[src/rtl/mem_access_ctrl.sv]
`default_nettype none
// ============================================================================
// Module   : mem_access_ctrl
// Purpose  : Sequences one data-memory access per load/store held in the
//            EX/MEM register over a req/ack port. Stalls the pipeline while
//            the access is outstanding and produces the sign/zero-extended
//            load result for writeback.
// Revision : 1.0 - initial release
// ----------------------------------------------------------------------------
// Ports
//   clk          in   1  clock, rising edge
//   rst          in   1  asynchronous active-high reset
//   em_valid     in   1  EX/MEM instruction is live
//   em_op        in   7  opcode (load 0000011, store 0100011)
//   em_funct3    in   3  access size / signedness
//   em_daddr     in  32  byte address
//   em_we        in   4  store byte enables (lane aligned)
//   em_dwdata    in  32  store data (lane aligned)
//   mem_req      out  1  memory request, held until ack
//   mem_addr     out 32  latched word address
//   mem_we       out  4  latched byte enables (0 for loads)
//   mem_wdata    out 32  latched store data
//   mem_ack      in   1  memory completion (only observed in WAIT)
//   mem_rdata    in  32  read word, valid with mem_ack
//   stall        out  1  freezes PC, IF/ID, ID/EX, EX/MEM
//   ld_data      out 32  extended load result
//   ld_valid     out  1  one-cycle pulse, ld_data valid
//   misalign     out  1  one-cycle pulse, misaligned access dropped
//   timeout_err  out  1  sticky timeout flag, cleared by rst only
// ============================================================================
module mem_access_ctrl #(
  parameter int unsigned TIMEOUT = 255
) (
  input  logic        clk,
  input  logic        rst,
  input  logic        em_valid,
  input  logic [6:0]  em_op,
  input  logic [2:0]  em_funct3,
  input  logic [31:0] em_daddr,
  input  logic [3:0]  em_we,
  input  logic [31:0] em_dwdata,
  output logic        mem_req,
  output logic [31:0] mem_addr,
  output logic [3:0]  mem_we,
  output logic [31:0] mem_wdata,
  input  logic        mem_ack,
  input  logic [31:0] mem_rdata,
  output logic        stall,
  output logic [31:0] ld_data,
  output logic        ld_valid,
  output logic        misalign,
  output logic        timeout_err
);

  localparam logic [6:0] C_OP_LOAD  = 7'b0000011;
  localparam logic [6:0] C_OP_STORE = 7'b0100011;
  localparam logic [7:0] C_TIMEOUT  = 8'(TIMEOUT);

  typedef enum logic [1:0] {
    S_IDLE = 2'd0,
    S_WAIT = 2'd1,
    S_RESP = 2'd2
  } state_t;

  state_t      r_state;
  state_t      w_state_next;

  logic [31:0] r_addr;
  logic [3:0]  r_we;
  logic [31:0] r_wdata;
  logic [2:0]  r_f3;
  logic [1:0]  r_off;
  logic        r_is_load;
  logic [7:0]  r_cnt;
  logic [31:0] r_ld_data;
  logic        r_ld_valid;
  logic        r_misalign;
  logic        r_timeout_err;

  logic        w_is_load;
  logic        w_is_store;
  logic        w_acc;
  logic        w_ld_mis;
  logic        w_st_mis;
  logic        w_misal;
  logic [7:0]  w_cnt_inc;
  logic        w_stall;
  logic        w_launch;
  logic        w_misal_hit;
  logic        w_ack_hit;
  logic        w_tmo_hit;
  logic [7:0]  w_byte;
  logic [15:0] w_half;
  logic [31:0] w_ext;

  // --------------------------------------------------------------------------
  // Access qualification and alignment
  // --------------------------------------------------------------------------
  assign w_is_load  = (em_op == C_OP_LOAD);
  assign w_is_store = (em_op == C_OP_STORE) && (em_we != 4'b0000);
  assign w_acc      = em_valid && (w_is_load || w_is_store);

  assign w_ld_mis = (((em_funct3 == 3'b001) || (em_funct3 == 3'b101)) && em_daddr[0]) ||
                    ((em_funct3 == 3'b010) && (em_daddr[1:0] != 2'b00));
  // Stores arrive with lane-aligned enables; only a full-word store can
  // straddle a word boundary.
  assign w_st_mis = (em_we == 4'b1111) && (em_daddr[1:0] != 2'b00);
  assign w_misal  = w_is_load ? w_ld_mis : w_st_mis;

  assign w_cnt_inc = r_cnt + 8'd1;

  // --------------------------------------------------------------------------
  // FSM state register
  // --------------------------------------------------------------------------
  always_ff @(posedge clk or posedge rst) begin
    if (rst) begin
      r_state <= S_IDLE;
    end else begin
      r_state <= w_state_next;
    end
  end

  // --------------------------------------------------------------------------
  // FSM next state and control strobes
  // --------------------------------------------------------------------------
  always_comb begin
    w_state_next = r_state;
    w_stall      = 1'b0;
    w_launch     = 1'b0;
    w_misal_hit  = 1'b0;
    w_ack_hit    = 1'b0;
    w_tmo_hit    = 1'b0;
    case (r_state)
      S_IDLE: begin
        if (w_acc) begin
          w_stall = 1'b1;
          w_state_next = S_RESP;
          if (w_misal) begin
            w_misal_hit = 1'b1;
          end else begin
            w_launch     = 1'b1;
            w_state_next = S_WAIT;
          end
        end
      end
      S_WAIT: begin
        w_stall = 1'b1;
        // Ack takes priority over an expiring counter in the same cycle.
        if (mem_ack) begin
          w_ack_hit    = 1'b1;
          w_state_next = S_RESP;
        end else if (w_cnt_inc == C_TIMEOUT) begin
          w_tmo_hit    = 1'b1;
          w_state_next = S_RESP;
        end
      end
      // RESP lets the pipeline advance so the same instruction is not relaunched.
      S_RESP: w_state_next = S_IDLE;
      default: w_state_next = S_IDLE;
    endcase
  end

  // --------------------------------------------------------------------------
  // Load extraction from the returned word
  // --------------------------------------------------------------------------
  assign w_byte = mem_rdata[{r_off, 3'b000} +: 8];
  assign w_half = r_off[1] ? mem_rdata[31:16] : mem_rdata[15:0];

  always_comb begin
    w_ext = mem_rdata;
    case (r_f3)
      3'b000:  w_ext = {{24{w_byte[7]}}, w_byte};
      3'b100:  w_ext = {24'd0, w_byte};
      3'b001:  w_ext = {{16{w_half[15]}}, w_half};
      3'b101:  w_ext = {16'd0, w_half};
      default: w_ext = mem_rdata;
    endcase
  end

  // --------------------------------------------------------------------------
  // Datapath registers
  // --------------------------------------------------------------------------
  always_ff @(posedge clk or posedge rst) begin
    if (rst) begin
      r_addr        <= 32'd0;
      r_we          <= 4'd0;
      r_wdata       <= 32'd0;
      r_f3          <= 3'd0;
      r_off         <= 2'd0;
      r_is_load     <= 1'b0;
      r_cnt         <= 8'd0;
      r_ld_data     <= 32'd0;
      r_ld_valid    <= 1'b0;
      r_misalign    <= 1'b0;
      r_timeout_err <= 1'b0;
    end else begin
      r_ld_valid <= w_ack_hit && r_is_load;
      r_misalign <= w_misal_hit;

      if (w_launch) begin
        r_addr    <= {em_daddr[31:2], 2'b00};
        r_we      <= w_is_load ? 4'b0000 : em_we;
        r_wdata   <= em_dwdata;
        r_f3      <= em_funct3;
        r_off     <= em_daddr[1:0];
        r_is_load <= w_is_load;
        r_cnt     <= 8'd0;
      end else if ((r_state == S_WAIT) && !w_ack_hit && !w_tmo_hit) begin
        r_cnt <= w_cnt_inc;
      end

      if (w_ack_hit && r_is_load) begin
        r_ld_data <= w_ext;
      end else if (w_misal_hit || w_tmo_hit) begin
        r_ld_data <= 32'd0;
      end

      if (w_tmo_hit) begin
        r_timeout_err <= 1'b1;
      end
    end
  end

  // --------------------------------------------------------------------------
  // Outputs
  // --------------------------------------------------------------------------
  assign mem_req     = (r_state == S_WAIT);
  assign mem_addr    = r_addr;
  assign mem_we      = r_we;
  assign mem_wdata   = r_wdata;
  assign stall       = w_stall;
  assign ld_data     = r_ld_data;
  assign ld_valid    = r_ld_valid;
  assign misalign    = r_misalign;
  assign timeout_err = r_timeout_err;

endmodule
`default_nettype wire

[config.mk]
export PLATFORM = sky130hd
export DESIGN_NAME = mem_access_ctrl
export DESIGN_NICKNAME = d
export VERILOG_FILES = /design/src/rtl/mem_access_ctrl.sv
export SDC_FILE = /design/constraint.sdc
export NUM_CORES = 1
export LEC_CHECK = 0
export BUFFER_PORTS_ARGS = -buffer_cell sky130_fd_sc_hd__clkbuf_2
export CORE_MARGIN = 2
export CORE_UTILIZATION = 45
export DETAILED_ROUTE_END_ITERATION = 8
export GPL_ROUTABILITY_DRIVEN = 0
export PLACE_DENSITY = 0.85
export SLEW_MARGIN = 10
export SYNTH_ARGS = -nofsm -noshare
export SYNTH_HDL_FRONTEND = slang
export SYNTH_SLANG_ARGS = --single-unit
[constraint.sdc]
create_clock -name clk -period 6.6 [get_ports clk]
set_clock_uncertainty 0.1 [all_clocks]
set_input_delay 1.98 -clock clk [delete_from_list [all_inputs] [get_ports clk]]
set_output_delay 1.98 -clock clk [all_outputs]
set_load 0.02 [all_outputs]
==> metrics.md <==
| Metric | Value |
|---|---|
| N_diodes | `0` |
| Most common cell after layout, fill and taps aside | `clkbuf_2` |
| Largest fanout on the critical path | `4` |
| Setup tns final | `0 ps` |
| Post-synth EDFFs | `0` |
| Setup WS pre-CTS | `1586 ps` |
| Synth Register Bits | `117` |
| Final period utilization | `75.89%` |
| FP Rows | `39` |
| Die H | `112.9 µm` |
| CP Class | `in2out` |
| Flop-to-flop setup slack | `3880 ps` |
| # port buffers | `216` |
| Post-CTS Resized | `0` |
| Routed Wire Length | `14730 µm` |
| Die width | `112.9 µm` |
| Syn Inst Count | `447` |
| Mapped cell area | `5336 µm²` |
| Share of the synthesized area in the top cell type | `54.87%` |
| CP Launch Type | `primary input` |
| RR Startpoint | `r_off[1]` |
| Synth top area cells | `dfrtp_1, mux2_1, o22ai_1` |
| Ys flop type | `dfrtp_1` |
| Post-CTS Setup Inserts | `0` |
| Total power draw | `2.237 mW` |
| Wire per inst | `18.08 µm` |
| Worst setup EP type | `output port` |
| RSZ-0062 raised after global routing | `false` |
| Fmax achieved | `199.7 MHz` |
| Req. time, crit path | `4520 ps` |
| First-pass GRT wire length | `23370 µm` |
| Layout area overhead | `33.83%` |
| Initial DRC Count | `508` |
| Hold Fails Final Rpt | `0` |
| Worst hold endpoint | `mem_wdata[13]` |
| Worst Path Buf+Inv | `2` |
| Largest net degree at the start of global routing | `77` |
| Most frequent cells in the layout | `clkbuf_2, dfrtp_1, mux2_1` |
| Peak VDD IR | `0.2318 mV` |
| Reg-to-reg endpoint | `ld_data[24]` |
| Pins Over Slew Limit | `0` |
| Die area | `12750 µm²` |
| Post-Syn Area per Cell | `11.94 µm²` |
| R2R depth | `5` |
| Clock Tree Root | `clkbuf_16` |
| Overall routing resource usage | `23.65%` |
| HPWL Detailed | `10880 µm` |
| DR pass1 iterations | `7` |
| Area after DPL | `6484 µm²` |
| Leak | `3.746 nW` |
| CP top delay family | `simple AND/OR/NAND/NOR gates` |
| Tmin final | `5009 ps` |
| CP dominant cell by count | `clkbuf_2` |
| Clk buf depth | `2` |
| Hold crit path type | `reg2reg` |
| Crit-path cells | `clkbuf_2 -> nand4bb_1 -> nor3_2 -> a31oi_1 -> nor2_1 -> clkbuf_2` |
| Vias | `4538` |
| PwrDens | `313.2 nW/µm²` |
| Sequential cell area fraction in the yosys report | `54.87%` |
| CP max stage delay | `290 ps` |
| Post-route ant nets | `0` |
| DRC Markers | `10` |
| Hold path startpoint | `mem_wdata[13]` |
| Post-synth ARST share | `100.0%` |
| Setup ws final | `1591 ps` |
| Slew Limit Headroom | `38.25%` |
| WP data arrival | `2930 ps` |
| Top Ports | `219` |
| Starting Density | `46.34%` |
| Status | `complete, but fails checks` |
| Endpoints failing setup | `0` |
| Max Cap Viol | `0` |
| Share of layout cells above drive strength 1 | `40.92%` |
| Slew of the pin with the lowest slew margin | `926.2 ps` |
| Latest clock arrival within the worst-skew pair | `410 ps` |
| Failing checks | `DRC` |
| Hold buffers post-CTS | `0` |
| Worst-path clk slew | `60 ps` |
| Layout Nets | `775` |
| Vias per Instance | `5.568` |
| CTS Buf Count | `17` |
| Number of antenna violations at the first check in global routing | `0` |
| Hold depth | `1` |
| Number of global-route vias before repair | `4548` |
| Distinct cells, synth | `56` |
| CTS tree | `done` |
| Ys Warns | `0` |
| Design area | `7142 µm²` |
| Slowest CP cell | `nor3_2` |
| Post-synth top area cell | `dfrtp_1` |
| Core area | `11520 µm²` |
| Max H-tree Level | `4` |
| GRT overflow | `0` |
| Total clock sinks | `117` |
==> through the flow <==
| stage | cells | utilization (%) | hold slack, ps |
|---|---|---|---|
| after global placement | 783 | 56.30 | 344.9 |
| after CTS | 815 | 62.02 | 385.0 |
| after detailed placement | 783 | 56.30 | 363.9 |
| after floorplan | 448 | - | 350.3 |
| final | 815 | 62.02 | 382.3 |
| after global routing | 815 | 62.02 | 394.2 |
==> kinds of logic (layout without fill, tap and decap cells) <==
| group | count (synthesis) | in the layout | share of synthesized area [%] |
|---|---|---|---|
| adder cells (fa/ha/maj) | 2 | 2 | 0.4689 |
| buffers and inverters | 43 | 267 | 3.916 |
| XOR/XNOR | 2 | 2 | 0.3283 |
| multiplexers | 76 | 76 | 17.09 |
| flip-flops | 117 | 117 | 54.87 |
| AND/OR/NAND/NOR | 89 | 89 | 8.605 |
| other | 1 | 2 | 0.07027 |
| AO/OA/AOI/OAI | 117 | 117 | 14.65 |
==> state kept, by name, indices dropped and copies added (netlist names) <==
signal,cells
ld_data,32
mem_wdata,32
mem_addr,30
r_cnt,8
mem_we,4
r_f3,3
r_off,2
r_state,2
ld_valid,1
misalign,1
r_is_load,1
timeout_err,1
==> power by group <==
group / total (mW) / internal, mW / switching (mW) / leakage (nW)
Combinational: 0.375 / 0.150 / 0.224 / 1.86
Clock: 1.02 / 0.689 / 0.326 / 0.316
Sequential: 0.846 / 0.788 / 0.0584 / 1.57
Total: 2.24 / 1.63 / 0.609 / 3.75
==> worst max path at each step <==
stage	slack [ps]	end	cells after the start	start
4_1_cts	1590	stall	6	em_op[2]
3_3_place_gp	1610	stall	6	em_op[2]
5_1_grt	1480	stall	6	em_we[0]
3_5_place_dp	1590	stall	6	em_op[2]
6_report	1590	stall	6	em_op[2]
2_1_floorplan	1420	ld_data[0]	1	rst
==> synthesized netlist by cell type, drive strengths merged (2+ instances only) <==
master / number
mux2: 71
o211ai: 2
nand2b: 6
nand4: 4
a211o: 6
nor2b: 4
or4: 2
mux4: 5
inv: 13
o21a: 4
o221ai: 7
a21oi: 22
nor2: 13
a31o: 4
xnor2: 2
o21ai: 19
ha: 2
buf: 15
a22o: 3
dfrtp: 117
or3: 2
o22ai: 36
nor3: 2
nand3: 4
nand2: 43
a211oi: 2
a31oi: 4
clkbuf: 14
a221oi: 3
==> cell type report <==
class	count	area, µm²
repair buffers	221	1119
inverters	14	55.05
fillers	893	4374
clock inverters	12	201.4
flip-flops and latches	117	2928
clock buffers	20	456.7
well taps	143	178.9
multi-input cells	288	2203
==> layer usage <==
layer / global-route usage, % / vias up / wire length, µm
li1: - / 2075 / -
met4: 9.431 / 0 / 332
met5: 0 / - / 0
met2: 39.56 / 247 / 7426
met3: 8.570 / 32 / 1478
met1: 27.93 / 2184 / 5497
(Power assumes the default switching activity.)
